File: src/rtl/wf_slot_tracker_pkg.sv
// -----------------------------------------------------------------------------
// wf_slot_tracker_pkg
//   Shared fetch-stage definitions for the wavefront-slot vacancy tracker:
//   default slot count and widths, the slot-ID and slot-mask typedefs, and a
//   small wrap-around increment helper used by the round-robin pointer.
//   Ports: none (package).
//   Optional feature macro used by importers: WF_SLOT_RR_EN.
// -----------------------------------------------------------------------------
package wf_slot_tracker_pkg;

  localparam int NUM_WF_DEF = 40;  // wavefront slots
  localparam int WFID_W_DEF = 6;   // slot ID width, 2**WFID_W >= NUM_WF
  localparam int CNT_W_DEF  = 7;   // free-count width, 2**CNT_W > NUM_WF

  typedef logic [WFID_W_DEF-1:0] wfid_t;
  typedef logic [NUM_WF_DEF-1:0] wf_mask_t;

  // Next slot index after v, wrapping n-1 back to 0.
  function automatic int wrap_inc(input int v, input int n);
    return (v + 1 >= n) ? 0 : v + 1;
  endfunction

endpackage : wf_slot_tracker_pkg

File: src/rtl/wf_slot_tracker_if.sv
// -----------------------------------------------------------------------------
// wf_slot_tracker_if
//   Bundles the dispatcher allocation handshake, the retire/halt release path,
//   flush, and the vacancy status the tracker publishes to fetch arbitration.
//   Modports:
//     master : dispatcher / retire side (drives alloc_req, halt, wf_id_done,
//              flush; observes grant and status)
//     slave  : the tracker itself
//   Signals:
//     alloc_req   request a free slot this cycle
//     alloc_gnt   combinational grant
//     alloc_wfid  granted slot ID (valid with alloc_gnt)
//     halt        wavefront retirement strobe
//     wf_id_done  slot being released on halt
//     flush       mark every slot vacant at the next edge
//     vacant      registered vacancy bitmap, 1 = free
//     num_free    registered free-slot count
//     all_busy    registered, no free slots
//     all_vacant  registered, every slot free
//     release_err registered one-cycle pulse on an illegal release
// -----------------------------------------------------------------------------
interface wf_slot_tracker_if
  import wf_slot_tracker_pkg::*;
#(
  parameter int NUM_WF = NUM_WF_DEF,
  parameter int WFID_W = WFID_W_DEF,
  parameter int CNT_W  = CNT_W_DEF
);

  logic              alloc_req;
  logic              alloc_gnt;
  logic [WFID_W-1:0] alloc_wfid;
  logic              halt;
  logic [WFID_W-1:0] wf_id_done;
  logic              flush;
  logic [NUM_WF-1:0] vacant;
  logic [CNT_W-1:0]  num_free;
  logic              all_busy;
  logic              all_vacant;
  logic              release_err;

  modport master (
    output alloc_req, halt, wf_id_done, flush,
    input  alloc_gnt, alloc_wfid, vacant, num_free, all_busy, all_vacant,
           release_err
  );

  modport slave (
    input  alloc_req, halt, wf_id_done, flush,
    output alloc_gnt, alloc_wfid, vacant, num_free, all_busy, all_vacant,
           release_err
  );

endinterface : wf_slot_tracker_if

File: src/rtl/wf_find_first_free.sv
// -----------------------------------------------------------------------------
// wf_find_first_free
//   Parametrised find-first-set over an N-bit mask, searching upward from a
//   start index and wrapping modulo N. With start tied to 0 it is a plain
//   lowest-index priority encoder.
//   Ports:
//     mask  in  N      candidate bits (1 = eligible)
//     start in  IDX_W  first index examined; must be < N
//     idx   out IDX_W  first set bit at/after start (0 when none found)
//     found out 1      at least one bit of mask is set
// -----------------------------------------------------------------------------
module wf_find_first_free #(
  parameter int N     = 40,
  parameter int IDX_W = 6
) (
  input  logic [N-1:0]     mask,
  input  logic [IDX_W-1:0] start,
  output logic [IDX_W-1:0] idx,
  output logic             found
);

  localparam int SEL_W = (N > 1) ? $clog2(N) : 1;

  int               pos;
  logic [SEL_W-1:0] sel;

  // NOTE: blocking assignments are correct here; this is combinational logic,
  // and found/idx must be updated in loop order so the first hit wins.
  always_comb begin
    // NOTE: every output gets a default before the loop so no path leaves it
    // unassigned, which would otherwise infer a latch.
    idx   = '0;
    found = 1'b0;
    pos   = 0;
    sel   = '0;
    for (int i = 0; i < N; i++) begin
      pos = int'(start) + i;
      if (pos >= N) pos = pos - N;
      sel = SEL_W'(pos);
      if (!found && mask[sel]) begin
        found = 1'b1;
        idx   = IDX_W'(pos);
      end
    end
  end

endmodule : wf_find_first_free

File: src/rtl/wf_slot_tracker.sv
// -----------------------------------------------------------------------------
// wf_slot_tracker
//   Registered wavefront-slot vacancy tracker for the fetch stage. Holds the
//   per-slot vacant bitmap, grants free slot IDs to the dispatcher in the same
//   cycle as the request, reclaims slots on wavefront halt, and keeps a
//   registered free count plus full/empty status for fetch arbitration.
//   Ports:
//     clk    in  clock, all state on the rising edge
//     rst_n  in  synchronous active-low reset
//     bus    wf_slot_tracker_if.slave (see interface header for signals)
//   Configuration:
//     WF_SLOT_RR_EN  defined   -> round-robin allocation from a registered
//                                 search pointer (reset/flush to 0)
//                    undefined -> fixed lowest-index allocation, no pointer
// -----------------------------------------------------------------------------
module wf_slot_tracker
  import wf_slot_tracker_pkg::*;
#(
  parameter int NUM_WF = NUM_WF_DEF,
  parameter int WFID_W = WFID_W_DEF,
  parameter int CNT_W  = CNT_W_DEF
) (
  input  logic               clk,
  input  logic               rst_n,
  wf_slot_tracker_if.slave   bus
);

  localparam logic [NUM_WF-1:0] ONE_HOT0 = NUM_WF'(1);
  localparam logic [CNT_W-1:0]  CNT_FULL = CNT_W'(NUM_WF);

  // ---------------------------------------------------------------------------
  // State
  // ---------------------------------------------------------------------------
  logic [NUM_WF-1:0] vacant_q,      vacant_d;
  logic [CNT_W-1:0]  num_free_q,    num_free_d;
  logic              all_busy_q,    all_busy_d;
  logic              all_vacant_q,  all_vacant_d;
  logic              release_err_q, release_err_d;

  // ---------------------------------------------------------------------------
  // Allocation search
  // ---------------------------------------------------------------------------
  logic [WFID_W-1:0] search_start;
  logic [WFID_W-1:0] ff_idx;
  logic              ff_found;

`ifdef WF_SLOT_RR_EN
  logic [WFID_W-1:0] rr_ptr_q, rr_ptr_d;
  assign search_start = rr_ptr_q;
`else
  assign search_start = '0;
`endif

  wf_find_first_free #(
    .N     (NUM_WF),
    .IDX_W (WFID_W)
  ) u_find_first_free (
    .mask  (vacant_q),
    .start (search_start),
    .idx   (ff_idx),
    .found (ff_found)
  );

  // Grant depends only on the registered busy flag, so it never sees the
  // slot being released this cycle and stays a short combinational path.
  logic alloc_gnt;
  assign alloc_gnt = bus.alloc_req & ~all_busy_q;

  // ---------------------------------------------------------------------------
  // Release qualification
  // ---------------------------------------------------------------------------
  logic              rel_in_range;
  logic [NUM_WF-1:0] rel_onehot;
  logic              rel_already_vacant;
  logic              rel_ok;
  logic [NUM_WF-1:0] rel_mask;
  logic [NUM_WF-1:0] gnt_mask;

  // Shifting a one-hot past the top bit yields zero, so an out-of-range ID
  // never aliases onto a real slot even before the range check gates it.
  assign rel_in_range       = int'(bus.wf_id_done) < NUM_WF;
  assign rel_onehot         = ONE_HOT0 << bus.wf_id_done;
  assign rel_already_vacant = |(vacant_q & rel_onehot);
  assign rel_ok             = bus.halt & rel_in_range & ~rel_already_vacant;
  assign rel_mask           = rel_ok ? rel_onehot : '0;
  assign gnt_mask           = (alloc_gnt && ff_found) ? (ONE_HOT0 << ff_idx) : '0;

  // ---------------------------------------------------------------------------
  // Next-state logic
  // ---------------------------------------------------------------------------
  always_comb begin
    vacant_d      = vacant_q;
    num_free_d    = num_free_q;
    release_err_d = 1'b0;
    if (bus.flush) begin
      // Flush wins: any concurrent grant is dropped and halt is not judged.
      vacant_d   = '1;
      num_free_d = CNT_FULL;
    end else begin
      vacant_d      = (vacant_q & ~gnt_mask) | rel_mask;
      num_free_d    = num_free_q + CNT_W'(rel_ok) - CNT_W'(alloc_gnt);
      release_err_d = bus.halt & ~rel_ok;
    end
    all_busy_d   = (num_free_d == '0);
    all_vacant_d = (num_free_d == CNT_FULL);
  end

  // ---------------------------------------------------------------------------
  // State registers
  // ---------------------------------------------------------------------------
  // NOTE: the vacancy bitmap is a plain flop vector, not a memory, so it is
  // reset in full like any other control state.
  always_ff @(posedge clk) begin
    if (!rst_n) begin
      vacant_q      <= '1;
      num_free_q    <= CNT_FULL;
      all_busy_q    <= 1'b0;
      all_vacant_q  <= 1'b1;
      release_err_q <= 1'b0;
    end else begin
      vacant_q      <= vacant_d;
      num_free_q    <= num_free_d;
      all_busy_q    <= all_busy_d;
      all_vacant_q  <= all_vacant_d;
      release_err_q <= release_err_d;
    end
  end

`ifdef WF_SLOT_RR_EN
  // Pointer moves just past each granted slot so the next search starts there.
  always_comb begin
    rr_ptr_d = rr_ptr_q;
    if (bus.flush) begin
      rr_ptr_d = '0;
    end else if (alloc_gnt && ff_found) begin
      rr_ptr_d = WFID_W'(wrap_inc(int'(ff_idx), NUM_WF));
    end
  end

  always_ff @(posedge clk) begin
    if (!rst_n) rr_ptr_q <= '0;
    else        rr_ptr_q <= rr_ptr_d;
  end
`endif

  // ---------------------------------------------------------------------------
  // Outputs
  // ---------------------------------------------------------------------------
  assign bus.alloc_gnt   = alloc_gnt;
  assign bus.alloc_wfid  = ff_found ? ff_idx : '0;
  assign bus.vacant      = vacant_q;
  assign bus.num_free    = num_free_q;
  assign bus.all_busy    = all_busy_q;
  assign bus.all_vacant  = all_vacant_q;
  assign bus.release_err = release_err_q;

  // The count is kept incrementally; it must always agree with the bitmap.
  a_free_count_matches: assert property (
    @(posedge clk) disable iff (!rst_n)
      num_free_q == CNT_W'($countones(vacant_q))
  );

endmodule : wf_slot_tracker

File: src/flat_wrapper.sv
// flat-port wrapper written by rule: the top's interface ports become plain ports
module wf_slot_tracker_flat import wf_slot_tracker_pkg::*;
#(
  parameter int NUM_WF = NUM_WF_DEF,
  parameter int WFID_W = WFID_W_DEF,
  parameter int CNT_W  = CNT_W_DEF
)
  (clk, rst_n, bus_alloc_req, bus_halt, bus_wf_id_done, bus_flush, bus_alloc_gnt, bus_alloc_wfid, bus_vacant, bus_num_free, bus_all_busy, bus_all_vacant, bus_release_err);
  wf_slot_tracker_if #(.NUM_WF(NUM_WF), .WFID_W(WFID_W), .CNT_W(CNT_W)) bus_i ();
  input  logic clk;
  input  logic rst_n;
  input wire logic [$bits(bus_i.alloc_req)-1:0] bus_alloc_req;
  input wire logic [$bits(bus_i.halt)-1:0] bus_halt;
  input wire logic [$bits(bus_i.wf_id_done)-1:0] bus_wf_id_done;
  input wire logic [$bits(bus_i.flush)-1:0] bus_flush;
  output wire logic [$bits(bus_i.alloc_gnt)-1:0] bus_alloc_gnt;
  output wire logic [$bits(bus_i.alloc_wfid)-1:0] bus_alloc_wfid;
  output wire logic [$bits(bus_i.vacant)-1:0] bus_vacant;
  output wire logic [$bits(bus_i.num_free)-1:0] bus_num_free;
  output wire logic [$bits(bus_i.all_busy)-1:0] bus_all_busy;
  output wire logic [$bits(bus_i.all_vacant)-1:0] bus_all_vacant;
  output wire logic [$bits(bus_i.release_err)-1:0] bus_release_err;
  assign bus_i.alloc_req = bus_alloc_req;
  assign bus_i.halt = bus_halt;
  assign bus_i.wf_id_done = bus_wf_id_done;
  assign bus_i.flush = bus_flush;
  assign bus_alloc_gnt = bus_i.alloc_gnt;
  assign bus_alloc_wfid = bus_i.alloc_wfid;
  assign bus_vacant = bus_i.vacant;
  assign bus_num_free = bus_i.num_free;
  assign bus_all_busy = bus_i.all_busy;
  assign bus_all_vacant = bus_i.all_vacant;
  assign bus_release_err = bus_i.release_err;
  wf_slot_tracker #(.NUM_WF(NUM_WF), .WFID_W(WFID_W), .CNT_W(CNT_W)) u_core (.clk(clk), .rst_n(rst_n), .bus(bus_i));
endmodule
File: config.mk
export PLATFORM = sky130hd
export DESIGN_NAME = wf_slot_tracker_flat
export DESIGN_NICKNAME = d
export VERILOG_FILES = /design/src/rtl/wf_slot_tracker_pkg.sv /design/src/rtl/wf_slot_tracker_if.sv /design/src/rtl/wf_find_first_free.sv /design/src/rtl/wf_slot_tracker.sv /design/src/flat_wrapper.sv
export SDC_FILE = /design/constraint.sdc
export NUM_CORES = 1
export LEC_CHECK = 0
export BUFFER_PORTS_ARGS = -buffer_cell sky130_fd_sc_hd__clkbuf_2
export CORE_MARGIN = 3
export CORE_UTILIZATION = 30
export DETAILED_ROUTE_END_ITERATION = 8
export MAX_ROUTING_LAYER = met4
export SYNTH_ARGS = -nofsm -noshare
export SYNTH_HDL_FRONTEND = slang
export SYNTH_SLANG_ARGS = --single-unit
export TNS_END_PERCENT = 30
File: constraint.sdc
create_clock -name clk -period 3.08 [get_ports clk]
set_clock_uncertainty 0.05 [all_clocks]
set_input_delay 0 -clock clk [delete_from_list [all_inputs] [get_ports clk]]
set_output_delay 0 -clock clk [all_outputs]
set_load 0.005 [all_outputs]
==> out/metrics.cfg <==
[logic_synthesis]
ys_seq_area_share_pct = 29.0
synthCells = 420
syn_area_um2 = 3450
muxShareOfSynthArea_pct = 3.44
syn_avg_cell_area_um2 = 8.22
synth-xor-area-share_pct = 1.52
netlist.area_leader.share_pct = 29.0
synth.area.top_cells = dfxtp_1, nor2_1, o211ai_1
synth_fa_ha_area_share_pct = 3.12
synth_edf_count = 0
synth_compound_area_share_pct = 27.1
synth_top_family_by_area = simple AND/OR/NAND/NOR gates
ys.flop_type = dfxtp_1
yosysUniqueCellTypes = 75
async_flop_share_pct = 0
synth_top_area_cell = dfxtp_1
ys_warn_count = 0
yosys_register_bits = 50
synth-simple-area-share_pct = 29.1
syn-num-nets = 439

[drt]
wl_per_cell_um = 19.9
routed_wl_mm = 13.8
vias = 3949
dr.pass1.iters = 5
viasPerCell = 5.71
first_iter_violations = 387
ant_nets = 0
drc = 0

[finish]
syn_to_final_growth_pct = 36.8
stdcell_count = 692
post-route-util_pct = 42.8
drive_above_1_share_pct = 35.3
layout_common_cells = buf_4, clkbuf_2, dfxtp_1, nor2_1
nNetsFinal = 570
final_common_cell = buf_4
num_antenna_cells = 0

[setup_path]
crit_fanout = 2
crit_slowest_cell = dfxtp_2
start_kind = flop
worstPathCellList = mux2_2, a221oi_2, o32a_1, nand4_1, or2_4, a221oi_4, ha_2, fa_2, a21o_1, a21oi_2, o21bai_1, a21oi_1, xnor2_1, a41oi_2, nor4_1
cp-end-kind = flop
worstPathRequired_ns = 3.24
cp_data_arrival_time_ns = 3.38
max_stage_delay_ns = 0.32
critical_path_class = flop to flop

[hold_path]
min_path_type = input port to flop

[timing]
min_period_over_period_pct = 105
slew_viol_final = 0
tightestPinTransition_ns = 0.739
finalHoldViolations = 0
rsz0062_at_grt = yes
setup_slack_ns = -0.146
finalSetupTns_ns = -0.303
relSlewSlack_pct = 50.7
min_period_ns = 3.23
fmax_ghz = 0.310
setup_viol = 4

[die]
initial_utilization_pct = 31.3
die_area_um2 = 12800
io_pins = 68
core_um2 = 11000
die_y_um = 113
die_w_um = 113
row_count = 38

[placed_design]
dp_worst_setup_slack_ns = -0.186
dp_hpwl_mm = 10.6
place.port_buffers = 67
place.gp.congestion = 0.989
dp_cells = 677

[cts]
htree_levels = 2
cts_sinks = 50
path_clk_slew_ns = 0.07
ctsLongestPathBuffers = 2
clk_latency_ns = 0.29
numCtsBuffers = 5
cts_tree = built
cts_root_buf = clkbuf_16

[power_and_ir_drop]
power.total_uw = 1780
pwr_density_cell_nw_per_um2 = 378
peakVddDrop_v = 0.000296
leakage_uw = 0.00193

[job]
cap_viol_max_count = 0

[run_status]
status = finished with violations
violations = negative setup slack

[global_route]
overflow = 0
antenna_found_initial = 0
grt_pass1_wl_mm = 21.2
grt_max_degree = 22
grt_use_total_pct = 21.7
grt_pass1_vias = 3906

## sequential cells by signal (all words and copies together), names as in the netlist
name / cells
u_core.bus.all_vacant: 1
u_core.bus.all_busy: 1
u_core.bus.release_err: 1
u_core.bus.vacant: 40
u_core.bus.num_free: 7
## cells in the mapped netlist, drive strengths merged (5+ instances only)
cell,n
nand2b,7
nor2,37
or3,9
o31ai,17
ha,7
a21oi,13
nor2b,8
a221o,11
nor4,11
nand3b,7
a21o,6
and3,5
nand2,26
nor3b,8
xnor2,5
dfxtp,50
clkbuf,11
and2,5
o221ai,9
buf,13
nor3,15
nand3,15
inv,27
mux2,5
o21ai,14
o211ai,17
## metal layers
layer  wire [um]  up-vias  GRT usage, %  part of all wire (%)
li1            -     1860             -                     -
met1        6010     1890          27.5                    44
met2        6530      164          35.4                    47
met3         847       35          3.26                   6.2
met4         369        0          7.05                   2.7
met5           0        -             -                     0
## path summary, 6_finish.rpt
kind,from,end,slack (ns),cells after the start
setup / recovery,u_core.bus.vacant[38],u_core.bus.all_busy,-0.15,15
hold / removal,bus_wf_id_done[5],u_core.bus.vacant[38],0.30,5
setup reg to reg,u_core.bus.vacant[38],u_core.bus.all_busy,-0.15,15
hold reg to reg,u_core.bus.vacant[7],u_core.bus.vacant[7],0.57,2
## power breakdown
group / switching (uW) / internal (uW) / leakage (uW)
registers: 12.6 / 664 / 0.000405
logic: 193 / 174 / 0.00143
clock network: 252 / 488 / 0.0000971
total: 457 / 1330 / 0.00193
## cells by family (layout without fill, tap and decap cells)
| family | count (synthesis) | after routing |
|---|---|---|
| buf+inv | 51 | 183 |
| mux | 10 | 10 |
| compound gates | 123 | 123 |
| simple gates | 172 | 172 |
| flops | 50 | 50 |
| xor+xnor | 6 | 6 |
| fa+ha+maj | 8 | 8 |
## stage by stage
step	hold slack, ns	cell area [um^2]
final	0.299	4720
after global routing	0.318	4720
after CTS	0.289	4650
after detailed placement	0.190	4410
after global placement	0.164	4410
after floorplan	0.0261	3470
## critical path: cells and delay by family (launching register included)
kind / cells / cell delay [ns]
compound gates: 8 / 1.27
flops: 1 / 0.32
fa+ha+maj: 2 / 0.45
simple gates: 3 / 0.56
mux: 1 / 0.26
xor+xnor: 1 / 0.22
## cell type report
cell class                      instances  area (um^2)
Clock buffer                            6          139
Timing Repair Buffer                  148          951
Multi-Input combinational cell        319         2290
Tap cell                              140          175
Sequential cell                        50         1000
Clock inverter                          2         60.1
Fill cell                            1112         6310
Inverter                               27          104
## timing repair
| item | in CTS | in global routing |
|---|---|---|
| endpoints found under the setup margin | 3 | 7 |
| hold endpoints to repair | 4 | 0 |
| resized for setup | 1 | 9 |
| hold buffers | 3 | 0 |
| buffers inserted | 1 | 3 |
| cloned | 0 | 0 |
| pin swaps | 3 | 2 |
Note: power is estimated with default switching activity, not from simulation.
